File: config.mk
export PLATFORM = sky130hd
export DESIGN_NAME = countdown_timer_core
export DESIGN_NICKNAME = d
export VERILOG_FILES = /design/src/rtl/timer_pkg.sv /design/src/rtl/bcd_mod_counter.sv /design/src/rtl/countdown_timer_core.sv
export SDC_FILE = /design/constraint.sdc
export NUM_CORES = 1
export LEC_CHECK = 0
export ABC_AREA = 1
export CORE_UTILIZATION = 64
export CTS_CLUSTER_SIZE = 16
export DETAILED_ROUTE_END_ITERATION = 10
export DONT_BUFFER_PORTS = 1
export GPL_TIMING_DRIVEN = 0
export MAX_ROUTING_LAYER = met4
export PLACE_DENSITY_LB_ADDON = 0.2
export SLEW_MARGIN = 20
export SYNTH_ARGS = -nofsm -noshare
export SYNTH_HDL_FRONTEND = slang
export SYNTH_SLANG_ARGS = --single-unit
File: constraint.sdc
create_clock -name clk -period 2.8 [get_ports clk]
set_input_delay 0.28 -clock clk [delete_from_list [all_inputs] [get_ports clk]]
set_output_delay 0.28 -clock clk [all_outputs]
set_load 0.03 [all_outputs]
File: src/rtl/timer_pkg.sv
// Shared types and BCD digit helpers for the mm:ss timer core.
//   timer_state_t : top-level FSM states
//   bcd_digit_t   : one packed BCD digit (0..9)
//   bcd_step_t    : digit result plus carry/borrow flag
//   bcd_inc_mod   : digit + 1, wrapping to 0 above max (flag = carry)
//   bcd_dec_mod   : digit - 1, wrapping to max below 0 (flag = borrow)
package timer_pkg;

  typedef enum logic [2:0] {
    StIdle,
    StSet,
    StRun,
    StPause,
    StDone
  } timer_state_t;

  typedef logic [3:0] bcd_digit_t;

  typedef struct packed {
    logic       flag;
    bcd_digit_t digit;
  } bcd_step_t;

  function automatic bcd_step_t bcd_inc_mod(input bcd_digit_t d, input bcd_digit_t max);
    bcd_step_t r;
    if (d >= max) begin
      r.flag  = 1'b1;
      r.digit = '0;
    end else begin
      r.flag  = 1'b0;
      r.digit = d + 4'd1;
    end
    return r;
  endfunction

  function automatic bcd_step_t bcd_dec_mod(input bcd_digit_t d, input bcd_digit_t max);
    bcd_step_t r;
    if (d == '0) begin
      r.flag  = 1'b1;
      r.digit = max;
    end else begin
      r.flag  = 1'b0;
      r.digit = d - 4'd1;
    end
    return r;
  endfunction

endpackage

File: src/rtl/bcd_mod_counter.sv
// Two-digit packed BCD counter, modulo MAX+1 (MAX <= 99).
//   clk_i, rst_ni : clock, async active-low reset (value -> 00)
//   inc_i / dec_i : step up / down by one (inc has priority)
//   load_i        : load load_val_i (priority over inc/dec)
//   value_o       : registered {tens, ones} BCD value
//   wrap_o        : combinational; high when this cycle's step wraps MAX<->00
module bcd_mod_counter
  import timer_pkg::*;
#(
  parameter int unsigned MAX = 59
) (
  input  logic       clk_i,
  input  logic       rst_ni,
  input  logic       inc_i,
  input  logic       dec_i,
  input  logic       load_i,
  input  logic [7:0] load_val_i,
  output logic [7:0] value_o,
  output logic       wrap_o
);

  localparam bcd_digit_t MaxTens = bcd_digit_t'(MAX / 10);
  localparam bcd_digit_t MaxOnes = bcd_digit_t'(MAX % 10);
  localparam logic [7:0] MaxVal  = {MaxTens, MaxOnes};

  logic [7:0] value_d, value_q;
  bcd_step_t  ones_step, tens_step;

  always_comb begin
    value_d   = value_q;
    wrap_o    = 1'b0;
    ones_step = '0;
    tens_step = '0;
    if (load_i) begin
      value_d = load_val_i;
    end else if (inc_i) begin
      if (value_q == MaxVal) begin
        value_d = '0;
        wrap_o  = 1'b1;
      end else begin
        // Below MAX the digits behave as plain decimal with ones->tens carry.
        ones_step = bcd_inc_mod(value_q[3:0], 4'd9);
        tens_step = bcd_inc_mod(value_q[7:4], 4'd9);
        value_d   = {(ones_step.flag ? tens_step.digit : value_q[7:4]), ones_step.digit};
      end
    end else if (dec_i) begin
      if (value_q == 8'h00) begin
        value_d = MaxVal;
        wrap_o  = 1'b1;
      end else begin
        ones_step = bcd_dec_mod(value_q[3:0], 4'd9);
        tens_step = bcd_dec_mod(value_q[7:4], 4'd9);
        value_d   = {(ones_step.flag ? tens_step.digit : value_q[7:4]), ones_step.digit};
      end
    end
  end

  always_ff @(posedge clk_i or negedge rst_ni) begin
    if (!rst_ni) begin
      value_q <= '0;
    end else begin
      value_q <= value_d;
    end
  end

  assign value_o = value_q;

endmodule

File: src/rtl/countdown_timer_core.sv
// mm:ss countdown / count-up timer core.
//   clk, rst_n        : clock, async active-low reset
//   tick              : one-cycle time-base enable (TICKS_PER_SEC per second)
//   set_mode          : level, edit the display
//   inc_sec / inc_min : one-cycle pulses, edit seconds / minutes in SET
//   start / pause     : one-cycle control pulses
//   count_up          : direction level, latched on start from IDLE
//   min_bcd / sec_bcd : registered BCD display
//   running / expired : registered status (RUN / DONE)
//   led               : rotating one-hot in RUN/PAUSE, all ones in DONE
module countdown_timer_core
  import timer_pkg::*;
#(
  parameter int unsigned TICKS_PER_SEC = 100,
  parameter int unsigned MAX_MIN       = 59,
  parameter int unsigned LED_W         = 16
) (
  input  logic             clk,
  input  logic             rst_n,
  input  logic             tick,
  input  logic             set_mode,
  input  logic             inc_sec,
  input  logic             inc_min,
  input  logic             start,
  input  logic             pause,
  input  logic             count_up,
  output logic [7:0]       min_bcd,
  output logic [7:0]       sec_bcd,
  output logic             running,
  output logic             expired,
  output logic [LED_W-1:0] led
);

  localparam int unsigned   SubW      = (TICKS_PER_SEC > 1) ? $clog2(TICKS_PER_SEC) : 1;
  localparam logic [SubW-1:0] SubLast = SubW'(TICKS_PER_SEC - 1);
  localparam logic [7:0]    MaxMinBcd = {4'(MAX_MIN / 10), 4'(MAX_MIN % 10)};

  timer_state_t    state_d, state_q;
  logic [SubW-1:0] sub_d, sub_q;
  logic [7:0]      preset_min_d, preset_min_q;
  logic [7:0]      preset_sec_d, preset_sec_q;
  logic            dir_up_d, dir_up_q;
  logic [LED_W-1:0] led_d, led_q;
  logic            running_q, expired_q;

  logic [7:0] min_val, sec_val;
  logic       step, cnt_load, set_edit;
  logic       sec_inc, sec_dec, min_inc, min_dec;
  logic       sec_wrap, min_wrap_unused;
  logic       start_blocked, terminal;

  // A start that would finish instantly is refused.
  assign start_blocked = count_up ? ((min_val == MaxMinBcd) && (sec_val == 8'h59))
                                  : ((min_val == 8'h00) && (sec_val == 8'h00));
  // Terminal value is reached by the step taken from these values.
  assign terminal      = dir_up_q ? ((min_val == MaxMinBcd) && (sec_val == 8'h58))
                                  : ((min_val == 8'h00) && (sec_val == 8'h01));

  assign set_edit = (state_q == StSet) && set_mode;
  // In SET the fields are independent; carry/borrow only applies to running steps.
  assign sec_inc  = (set_edit && inc_sec) || (step && dir_up_q);
  assign sec_dec  = step && !dir_up_q;
  assign min_inc  = (set_edit && inc_min) || (step && dir_up_q && sec_wrap);
  assign min_dec  = step && !dir_up_q && sec_wrap;

  always_comb begin
    state_d      = state_q;
    sub_d        = sub_q;
    preset_min_d = preset_min_q;
    preset_sec_d = preset_sec_q;
    dir_up_d     = dir_up_q;
    led_d        = led_q;
    step         = 1'b0;
    cnt_load     = 1'b0;
    if (set_mode) begin
      // Overrides everything; the current display becomes the editable value.
      state_d = StSet;
      led_d   = '0;
    end else begin
      unique case (state_q)
        StIdle: begin
          if (start && !start_blocked) begin
            preset_min_d = min_val;
            preset_sec_d = sec_val;
            dir_up_d     = count_up;
            sub_d        = '0;
            led_d        = LED_W'(1);
            state_d      = StRun;
          end
        end
        StSet: begin
          state_d = StIdle;
        end
        StRun: begin
          if (pause) begin
            state_d = StPause;
          end else if (tick) begin
            if (sub_q == SubLast) begin
              sub_d = '0;
              step  = 1'b1;
              if (terminal) begin
                state_d = StDone;
                led_d   = '1;
              end else begin
                led_d = (led_q << 1) | (led_q >> (LED_W - 1));
              end
            end else begin
              sub_d = sub_q + SubW'(1);
            end
          end
        end
        StPause: begin
          if (start && !pause) begin
            state_d = StRun;
          end
        end
        StDone: begin
          if (start) begin
            cnt_load = 1'b1;
            led_d    = '0;
            state_d  = StIdle;
          end
        end
        default: state_d = StIdle;
      endcase
    end
  end

  always_ff @(posedge clk or negedge rst_n) begin
    if (!rst_n) begin
      state_q      <= StIdle;
      sub_q        <= '0;
      preset_min_q <= '0;
      preset_sec_q <= '0;
      dir_up_q     <= 1'b0;
      led_q        <= '0;
      running_q    <= 1'b0;
      expired_q    <= 1'b0;
    end else begin
      state_q      <= state_d;
      sub_q        <= sub_d;
      preset_min_q <= preset_min_d;
      preset_sec_q <= preset_sec_d;
      dir_up_q     <= dir_up_d;
      led_q        <= led_d;
      running_q    <= (state_d == StRun);
      expired_q    <= (state_d == StDone);
    end
  end

  bcd_mod_counter #(
    .MAX(59)
  ) u_sec (
    .clk_i     (clk),
    .rst_ni    (rst_n),
    .inc_i     (sec_inc),
    .dec_i     (sec_dec),
    .load_i    (cnt_load),
    .load_val_i(preset_sec_q),
    .value_o   (sec_val),
    .wrap_o    (sec_wrap)
  );

  // Minutes never wrap while running: the terminal check stops the count first.
  bcd_mod_counter #(
    .MAX(MAX_MIN)
  ) u_min (
    .clk_i     (clk),
    .rst_ni    (rst_n),
    .inc_i     (min_inc),
    .dec_i     (min_dec),
    .load_i    (cnt_load),
    .load_val_i(preset_min_q),
    .value_o   (min_val),
    .wrap_o    (min_wrap_unused)
  );

  assign min_bcd = min_val;
  assign sec_bcd = sec_val;
  assign running = running_q;
  assign expired = expired_q;
  assign led     = led_q;

endmodule

==> run_results.csv, run 1 <==
group,metric,value,unit
critical_path,cp_max_fo,10,
yosys,synth_ff_type,"dfrtp_1",
route,num_vias,3477,
clock_tree,path_clk_slew,0.09,ns
route,wire_per_inst,15.2,um
clock_tree,root_buffer,"clkbuf_8",
yosys,yosysWarnings,0,
die,die_h,78.9,um
critical_path,start_kind,"flip-flop",
sta,rsz0062_at_grt,"no",
critical_path,worstSetupEndpointType,"flip-flop",
route,drt_iter0_markers,239,
sta,slew_violations,0,
place,dp.cells,559,
die,rows,27,
grt,grt_max_degree,62,
yosys,synth-edff-count,0,
critical_path,worstPathRequired,3.04,ns
die,core_area,5610,um2
power,seqPwrFrac,43.2,%
sta,finalSetupTns,0,ns
sta,max_freq,382,MHz
power,p_comb_share,34.1,%
clock_tree,cts_made_buffers,9,
finish,final_cell_mix,"nand2_1 (93), dfrtp_1 (60), nand3_1 (59), inv_1 (49), nor2_1 (30)",
worst_hold_path,min_from,"count_up",
sta,fin_crit,2.62,ns
critical_path,worst-r2r-setup-slack,0.18,ns
sta,setup_viol,0,
sta,tightest_slew,0.541,ns
power,p_int,1990,uW
yosys,synth_fp_nets,510,
route,viasPerCell,6.02,
finish,syn_to_final_growth,9.10,%
sta,timing.hold.ws,0.131,ns
route,dr.pass1.iters,6,
finish,nets,524,
power,pwr-share-clk,22.7,%
place,portBuffers,0,
place,dp_hpwl,6050,um
power,powerDensity,880,nW/um2
place,gp_congestion,0.913,
power,switching_power,1650,uW
yosys,syn-instance-count,487,
die,die_w,78.9,um
clock_tree,cts_tree,"built",
place,dpl_cell_area,3870,um2
finish,layoutNonFillerInstCount,578,
clock_tree,htreeDepth,3,
worst_hold_path,hp-class,"input port to flip-flop",
grt,antenna_found_initial,0,
yosys,ys_ff_latch,61,
grt,grt_use_total,31.0,%
route,remaining_drc_errors,0,
yosys,synth_cell_types,39,
yosys,avgSynthCellArea,7.77,um2
grt,grt_pass1_wl,14600,um
yosys,async_reset_ff_share,100,%
die,start_util,67.4,%
sta,maxSlewHeadroom,63.9,%
yosys,yosysSeqAreaShare,40.4,%
grt,grt_pass1_vias,3294,
critical_path,worstPathArrival,2.86,ns
die,ioPinCount,43,
die,die-area,6220,um2
worst_hold_path,min_to,"dir_up_q",
critical_path,reg2reg_depth,14,
sta,finalCritPeriodShare,93.6,%
route,wirelength,8770,um
finish,diodes,0,
sta,fin_skew,0.0149,ns
power,switching_share,45.4,%
finish,drive_gt1_share,14.0,%
power,p_leak,0.00202,uW
route,antenna_left,0,
clock_tree,clock_latency,0.36,ns
sta,layout_setup_ws,0.179,ns
finish,final_cell_area,4130,um2
worst_hold_path,hold_depth,2,
run,drv_cap,0,
critical_path,critical_path_class,"flip-flop to flip-flop",
finish,final_common_cell,"nand2_1",
clock_tree,cts_buffer_depth,2,
clock_tree,cts_setup_buffers,0,
critical_path,r2r_start,"u_min.value_o[1]",
yosys,syn_area,3780,um2
power,ir_drop,0.497,mV
status,status,"finished clean",
place,dp_slack,0.207,ns
sta,hold_viol_final,0,
critical_path,reg2reg_to,"led[15]",
clock_tree,cts.sinks,61,
grt,grt-ovfl-total,0,
## sequential cells by signal (all words and copies together) (netlist names), 3 cells and up
signal and flops:
sub_q 7, state_q 3, led 16, u_min.value_o 8, preset_min_q 8, preset_sec_q 8, u_sec.value_o 8
## worst max path at each step
stage,startpoint,end,slack [ns],cells after the start
after floorplan,u_sec.value_o[4],u_min.value_o[6],0.59,15
after global placement,u_sec.value_o[4],led[7],0.24,14
after detailed placement,u_min.value_o[0],led[14],0.21,14
after CTS,u_min.value_o[0],led[15],0.17,14
after global routing,u_sec.value_o[5],led[9],0.005,14
final,u_min.value_o[1],led[15],0.18,14
## stage by stage
step,total power (uW),util (%)
2_1_floorplan,2490,-
3_3_place_gp,2720,69.1
3_5_place_dp,2770,69.1
4_1_cts,3610,73.6
5_1_grt,3870,73.6
6_report,3630,73.6
## metal layers
metal	wire, um	vias up	global-route usage (%)
met1	3960	1662	39.0
met3	509	15	5.63
li1	-	1678	-
met4	142	0	11.6
met5	0	-	-
met2	4160	122	50.3
## power groups by stage
stage / clock network [uW] / registers (uW) / logic (uW)
2_1_floorplan: 0 / 1520 / 975
3_3_place_gp: 0 / 1570 / 1150
3_5_place_dp: 0 / 1580 / 1180
4_1_cts: 828 / 1570 / 1220
5_1_grt: 858 / 1600 / 1410
6_report: 825 / 1570 / 1240
## area by class of cell
cell class | instances | area (um2)
plain buffers | 12 | 60.1
clock buffers | 9 | 124
clock inverters | 7 | 81.3
fillers | 446 | 1480
inverters | 63 | 239
multi-input cells | 351 | 1960
flip-flops and latches | 61 | 1530
well taps | 72 | 90.1
repair buffers | 3 | 47.5
## Yosys cell counts (7+ instances only)
library cell,count,area share [%]
a21oi_1,16,2.1
dfrtp_1,61,40
ha_1,14,4.6
inv_1,50,5.0
inv_2,10,0.99
nand2_1,93,9.2
nand2_2,11,1.8
nand3_1,59,7.8
nand4_1,13,2.2
nor2_1,30,3.0
o211ai_1,24,4.8
o21ai_0,24,3.2
o21ai_1,19,2.5
xor2_1,7,1.6
## logic make-up (layout without fill, tap and decap cells)
| logic type | count (synthesis) | after routing | share of synthesized area (%) |
|---|---|---|---|
| simple gates | 233 | 233 | 30.1 |
| xor+xnor | 9 | 9 | 2.08 |
| fa+ha+maj | 14 | 14 | 4.63 |
| flops | 61 | 61 | 40.4 |
| compound gates | 95 | 95 | 14.9 |
| buf+inv | 75 | 94 | 7.91 |
## timing repair
| item | 4_1_cts | 5_1_grt |
|---|---|---|
| endpoints found under the setup margin | 0 | 22 |
| resized for setup | 0 | 2 |
| endpoints found under the hold margin | 63 | 0 |
| hold buffers | 3 | 0 |
## critical path, stage by stage, from the launching register on
cell and delay, ns:
dfrtp_1 0.54, inv_1 0.18, ha_1 0.23, inv_1 0.07, nor2_2 0.16, nand2_1 0.13
nor2_1 0.20, nand3_1 0.15, nand3_1 0.11, nand2_1 0.08, nand4_2 0.19, nand2_2 0.14
buf_6 0.18, o211ai_1 0.09, nand2_1 0.09
Power figures use the tool's default switching activity.
==> run 2, diff against run 1 <==
Settings changed: CORE_UTILIZATION 64 to 65.
Clock period 2.8 ns to 3.3 ns, I/O delays scaled along.
==> run 2 against run 1 <==
Non-clock buffer count fell by 1. Combinational power fell by 16%. Fmax fell by 1.2%. Utilization rose by 0.29 points. Total power fell by 15%. Final cell count fell by 0.17%. Count of clock-buffer cells in the layout did not move. Critical path type unchanged. Largest cell class unchanged.
==> run_results.csv, run 2 (synthesis gave the netlist of run 1 again) <==
group,metric,value,unit
status,status,"finished clean",
power,switching_power,1390,uW
sta,rsz0062_at_grt,"no",
clock_tree,cts_buffer_depth,2,
finish,diodes,0,
clock_tree,cts_tree,"built",
route,wire_per_inst,15.2,um
finish,drive_gt1_share,13.7,%
critical_path,timing.critical_path.max_delay_family,"simple AND/OR/NAND/NOR gates",
critical_path,worstPathRequired,3.51,ns
power,ir_drop,0.422,mV
grt,grt_pass1_vias,3273,
die,rows,27,
route,wirelength,8760,um
die,die_w,78.3,um
place,dp_slack,0.678,ns
sta,finalCritPeriodShare,80.4,%
clock_tree,cts.sinks,61,
route,drt_iter0_markers,251,
clock_tree,cts_made_buffers,9,
finish,nets,523,
grt,grt_use_total,32.2,%
critical_path,crit_slowest_cell,"dfrtp_1",
grt,grt_max_degree,62,
power,powerDensity,746,nW/um2
power,p_leak,0.00202,uW
sta,setup_viol,0,
place,dp_hpwl,6010,um
sta,tightest_slew,0.575,ns
finish,fillerInstances,419,
critical_path,timing.critical_path.cells,"inv_1, ha_1, inv_1, nor2_2, nand2_1, nor2_2, nand3_1, nand4_1, or2_1, buf_2, buf_2, o21ai_0",
die,die_h,78.3,um
die,die-area,6130,um2
critical_path,cp_max_fo,10,
critical_path,slowest_delay,0.52,ns
place,dpl_cell_area,3870,um2
finish,largest_reg_flops,16,
run,drv_cap,0,
grt,grt-ovfl-total,0,
finish,syn_to_final_growth,8.87,%
die,core_area,5570,um2
critical_path,start_kind,"flip-flop",
worst_hold_path,hp-class,"input port to flip-flop",
power,pwr-share-clk,22.7,%
sta,hold_viol_final,0,
sta,fin_skew,0.0150,ns
route,viasPerCell,5.90,
power,switching_share,45.3,%
finish,ff_latch_area,1530,um2
clock_tree,path_clk_slew,0.08,ns
place,gp_congestion,0.956,
place,portBuffers,0,
route,num_vias,3404,
grt,grt_pass1_wl,14900,um
power,seqPwrFrac,43.3,%
route,antenna_left,0,
sta,fin_crit,2.65,ns
grt,antenna_found_initial,0,
sta,maxSlewHeadroom,61.7,%
power,p_int,1680,uW
die,start_util,67.9,%
sta,slew_violations,0,
finish,final_cell_mix,"nand2_1 (93), dfrtp_1 (61), nand3_1 (59), inv_1 (50), nor2_1 (30)",
sta,max_freq,377,MHz
die,ioPinCount,43,
clock_tree,clock_latency,0.35,ns
critical_path,cp.buffers_inverters,4,
critical_path,critical_path_class,"flip-flop to flip-flop",
finish,final_common_cell,"nand2_1",
sta,layout_setup_ws,0.648,ns
critical_path,worstPathArrival,2.86,ns
critical_path,worstSetupEndpointType,"flip-flop",
route,dr.pass1.iters,7,
power,p_comb_share,33.9,%
route,remaining_drc_errors,0,
clock_tree,htreeDepth,3,
finish,multi_input_area,1960,um2
clock_tree,root_buffer,"clkbuf_8",
sta,finalSetupTns,0,ns
finish,final_cell_area,4120,um2
[run 2: changes by cell type in the layout (fill, tap and decap cells not counted), sizes merged]
| cell | previous run | this run |
|---|---|---|
| inv | 64 | 63 |
| dlygate4sd3 | 2 | 1 |
| clkinv | 4 | 5 |
[run 2: what timing repair did]
action | in CTS | in global routing
hold buffers | 2 | 0
resized for setup | 0 | 0
buffers inserted | 0 | 0
endpoints found under the hold margin | 61 | 0
[run 2: layout make-up]
cell class              count  share of cell area, %
plain buffers              12                   1.46
well taps                  72                   2.19
flip-flops and latches     61                   37.1
multi-input cells         351                   47.5
clock buffers               9                   3.01
repair buffers              2                  0.912
inverters                  63                   5.80
clock inverters             7                   2.04
[run 2: power by group through the flow]
stage / sequential, uW / clock (uW) / combinational [uW]
after floorplan: 1290 / 0 / 827
after global placement: 1330 / 0 / 979
after detailed placement: 1340 / 0 / 992
after CTS: 1330 / 710 / 1030
after global routing: 1360 / 748 / 1190
final: 1330 / 699 / 1040
[run 2: path summary, 6_finish.rpt]
| path | from | endpoint | slack (ns) | cells past startpoint |
|---|---|---|---|---|
| max | u_sec.value_o[4] | preset_sec_q[6] | 0.65 | 12 |
| min | set_mode | state_q[2] | 0.04 | 1 |
| max reg2reg | u_sec.value_o[4] | preset_sec_q[6] | 0.65 | 12 |
| min reg2reg | preset_min_q[6] | preset_min_q[6] | 0.49 | 2 |
| max in group asynchronous | rst_n | preset_sec_q[5] | 2.51 | 2 |
| min in group asynchronous | rst_n | preset_min_q[1] | 0.50 | 2 |
[run 2: worst register-to-register path, cell delays in order (launching register included)]
cell	delay, ns
dfrtp_1	0.52
inv_1	0.26
ha_1	0.23
inv_1	0.06
nor2_2	0.17
nand2_1	0.13
nor2_2	0.20
nand3_1	0.14
nand4_1	0.14
or2_1	0.10
buf_2	0.18
buf_2	0.27
o21ai_0	0.12
[run 2: per-layer routing]
layer / wire length, um / global-route usage (%)
met4: 82 / 11.5
met2: 4210 / 51.1
met3: 631 / 6.86
met5: 0 / -
met1: 3840 / 41.0
[run 2: stage by stage]
| stage | std cells | hold WS, ns | utilization [%] | total power (uW) |
|---|---|---|---|---|
| after detailed placement | 559 | 0.0357 | 69.5 | 2330 |
| after global routing | 577 | 0.0256 | 73.9 | 3290 |
| after CTS | 577 | 0.0256 | 73.9 | 3060 |
| final | 577 | 0.0416 | 73.9 | 3070 |
| after global placement | 559 | 0.0356 | 69.5 | 2310 |
| after floorplan | 487 | 0.0344 | - | 2110 |
==> run 3, diff against run 2 <==
Settings changed: CORE_UTILIZATION 65 to 64.
Clock period 3.3 ns to 2.71 ns, I/O delays scaled along.
==> run 3 against run 2 <==
Design area rose by 0.46%. Sequential share of layout area barely moved. Critical endpoint is now led[15]. Sequential power grew 23%. Global-route usage is 1.2 points lower. Total power is 22% higher. Count of clock-buffer cells in the layout unchanged. Die area increased by 1.5%. Final cell count up 0.17%. Register-to-register slack lost 0.49 ns. Non-clock buffer count grew 1. Critical path depth increased by 2. Wire length decreased by 0.25%.
==> run_results.csv, run 3 (synthesis gave the netlist of run 1 again) <==
group,metric,value,unit
status,status,"finished clean",
sta,slew_violations,0,
run,drv_cap,0,
worst_hold_path,min_from,"count_up",
route,wirelength,8740,um
sta,maxSlewHeadroom,63.8,%
critical_path,crit_start,"u_min.value_o[0]",
die,core_area,5610,um2
finish,final_cell_mix,"nand2_1 (93), nand3_1 (59), dfrtp_1 (56), inv_1 (49), nor2_1 (30)",
critical_path,worstPathArrival,2.79,ns
power,ir_drop,0.515,mV
route,remaining_drc_errors,0,
die,start_util,67.4,%
critical_path,cp.buffers_inverters,3,
critical_path,critical_path_class,"flip-flop to flip-flop",
grt,antenna_found_initial,0,
critical_path,slowest_delay,0.52,ns
clock_tree,cts.sinks,61,
worst_hold_path,hp-class,"input port to flip-flop",
place,dp_hpwl,6050,um
critical_path,timing.critical_path.max_delay_family,"simple AND/OR/NAND/NOR gates",
route,viasPerCell,5.99,
die,ioPinCount,43,
sta,setup_viol,0,
critical_path,timing.critical_path.cells,"inv_1, ha_1, inv_1, nor2_2, nand2_1, nor2_1, nand3_1, nand3_1, nand2_1, nand4_2, nand2_2, buf_6, o211ai_1, nand2_1",
sta,tightest_slew,0.543,ns
critical_path,crit_path_end,"led[15]",
power,p_total,3760,uW
clock_tree,cts_tree,"built",
critical_path,r2r_start,"u_min.value_o[0]",
critical_path,worst-r2r-setup-slack,0.16,ns
grt,grt_pass1_wl,14600,um
grt,grt_max_degree,62,
finish,syn_to_final_growth,9.36,%
clock_tree,root_buffer,"clkbuf_8",
critical_path,reg2reg_to,"led[15]",
clock_tree,cts_made_buffers,9,
route,antenna_left,0,
finish,nets,524,
clock_tree,cts_buffer_depth,2,
finish,final_common_cell,"nand2_1",
sta,rsz0062_at_grt,"no",
place,gp_congestion,0.913,
critical_path,worst-path-stages,14,
power,powerDensity,909,nW/um2
route,dr.pass1.iters,5,
place,portBuffers,0,
clock_tree,cts_setup_buffers,0,
grt,grt_use_total,31.0,%
finish,diodes,0,
critical_path,start_kind,"flip-flop",
route,num_vias,3465,
critical_path,reg2reg_depth,14,
clock_tree,htreeDepth,3,
finish,largest_reg_flops,16,
die,die_h,78.9,um
critical_path,worstPathRequired,2.95,ns
power,p_leak,0.00202,uW
die,die_w,78.9,um
sta,max_freq,392,MHz
finish,fillerInstances,443,
sta,finalCritPeriodShare,94.1,%
critical_path,crit_path_frequent_cell,"nand2_1",
clock_tree,clock_latency,0.35,ns
critical_path,cp_max_fo,10,
route,wire_per_inst,15.1,um
clock_tree,path_clk_slew,0.09,ns
sta,hold_viol_final,0,
die,rows,27,
sta,finalSetupTns,0,ns
finish,drive_gt1_share,14.8,%
route,drt_iter0_markers,235,
grt,grt-ovfl-total,0,
die,die-area,6220,um2
grt,grt_pass1_vias,3294,
critical_path,crit_slowest_cell,"dfrtp_2",
sta,fin_crit,2.55,ns
critical_path,worstSetupEndpointType,"flip-flop",
sta,fin_skew,0.0150,ns
run 3: how the worst min path moves through the flow:
stage / end / slack, ns / depth (start not counted)
floorplan: dir_up_q / -0.02 / 0
global placement: u_sec.value_o[4] / -0.02 / 0
detailed placement: u_sec.value_o[4] / -0.02 / 0
CTS: dir_up_q / 0.10 / 2
global route: dir_up_q / 0.16 / 2
finish: dir_up_q / 0.12 / 2
run 3: per-stage QoR:
step / cell area, um2 / hold slack (ns) / util, % / instances / setup slack (ns)
4_1_cts: 4130 / 0.100 / 73.6 / 578 / 0.0762
3_5_place_dp: 3870 / -0.0233 / 69.1 / 559 / 0.117
2_1_floorplan: 3780 / -0.0246 / - / 487 / 0.500
3_3_place_gp: 3870 / -0.0233 / 69.1 / 559 / 0.146
5_1_grt: 4140 / 0.164 / 73.8 / 578 / 0.0104
6_report: 4140 / 0.124 / 73.8 / 578 / 0.160
run 3: report_power, final:
group / total [uW] / leakage, uW / internal [uW] / switching, uW
registers: 1630 / 0.000785 / 1130 / 494
logic: 1280 / 0.00113 / 488 / 795
clock network: 849 / 0.000101 / 437 / 412
total: 3760 / 0.00202 / 2060 / 1700
run 3: worst register-to-register path, stage by stage (launching register included):
cell and delay, ns:
dfrtp_2 0.52, inv_1 0.14, ha_1 0.23, inv_1 0.07, nor2_2 0.15, nand2_1 0.12
nor2_1 0.20, nand3_1 0.15, nand3_1 0.11, nand2_1 0.08, nand4_2 0.19, nand2_2 0.14
buf_6 0.18, o211ai_1 0.09, nand2_1 0.09
run 3: final cells by class:
class / instances / area, um2 / area share, %
Inverter: 63 / 239 / 5.78
Sequential cell: 61 / 1530 / 37.1
Multi-Input combinational cell: 351 / 1960 / 47.4
Timing Repair Buffer: 3 / 47.5 / 1.15
Clock inverter: 7 / 81.3 / 1.97
Buffer: 12 / 60.1 / 1.45
Tap cell: 72 / 90.1 / 2.18
Clock buffer: 9 / 124 / 2.99
run 3: layer usage:
metal | wire, um | global-route usage [%] | vias up
met5 | 0 | - | -
met4 | 148 | 11.6 | 0
met3 | 562 | 5.63 | 17
met2 | 4190 | 50.3 | 120
met1 | 3840 | 39.0 | 1647
li1 | - | - | 1681
run 3: timing repair:
item,4_1_cts,5_1_grt
hold endpoints to repair,63,0
gates resized for setup,0,7
hold buffers,3,0
setup endpoints to repair,0,39
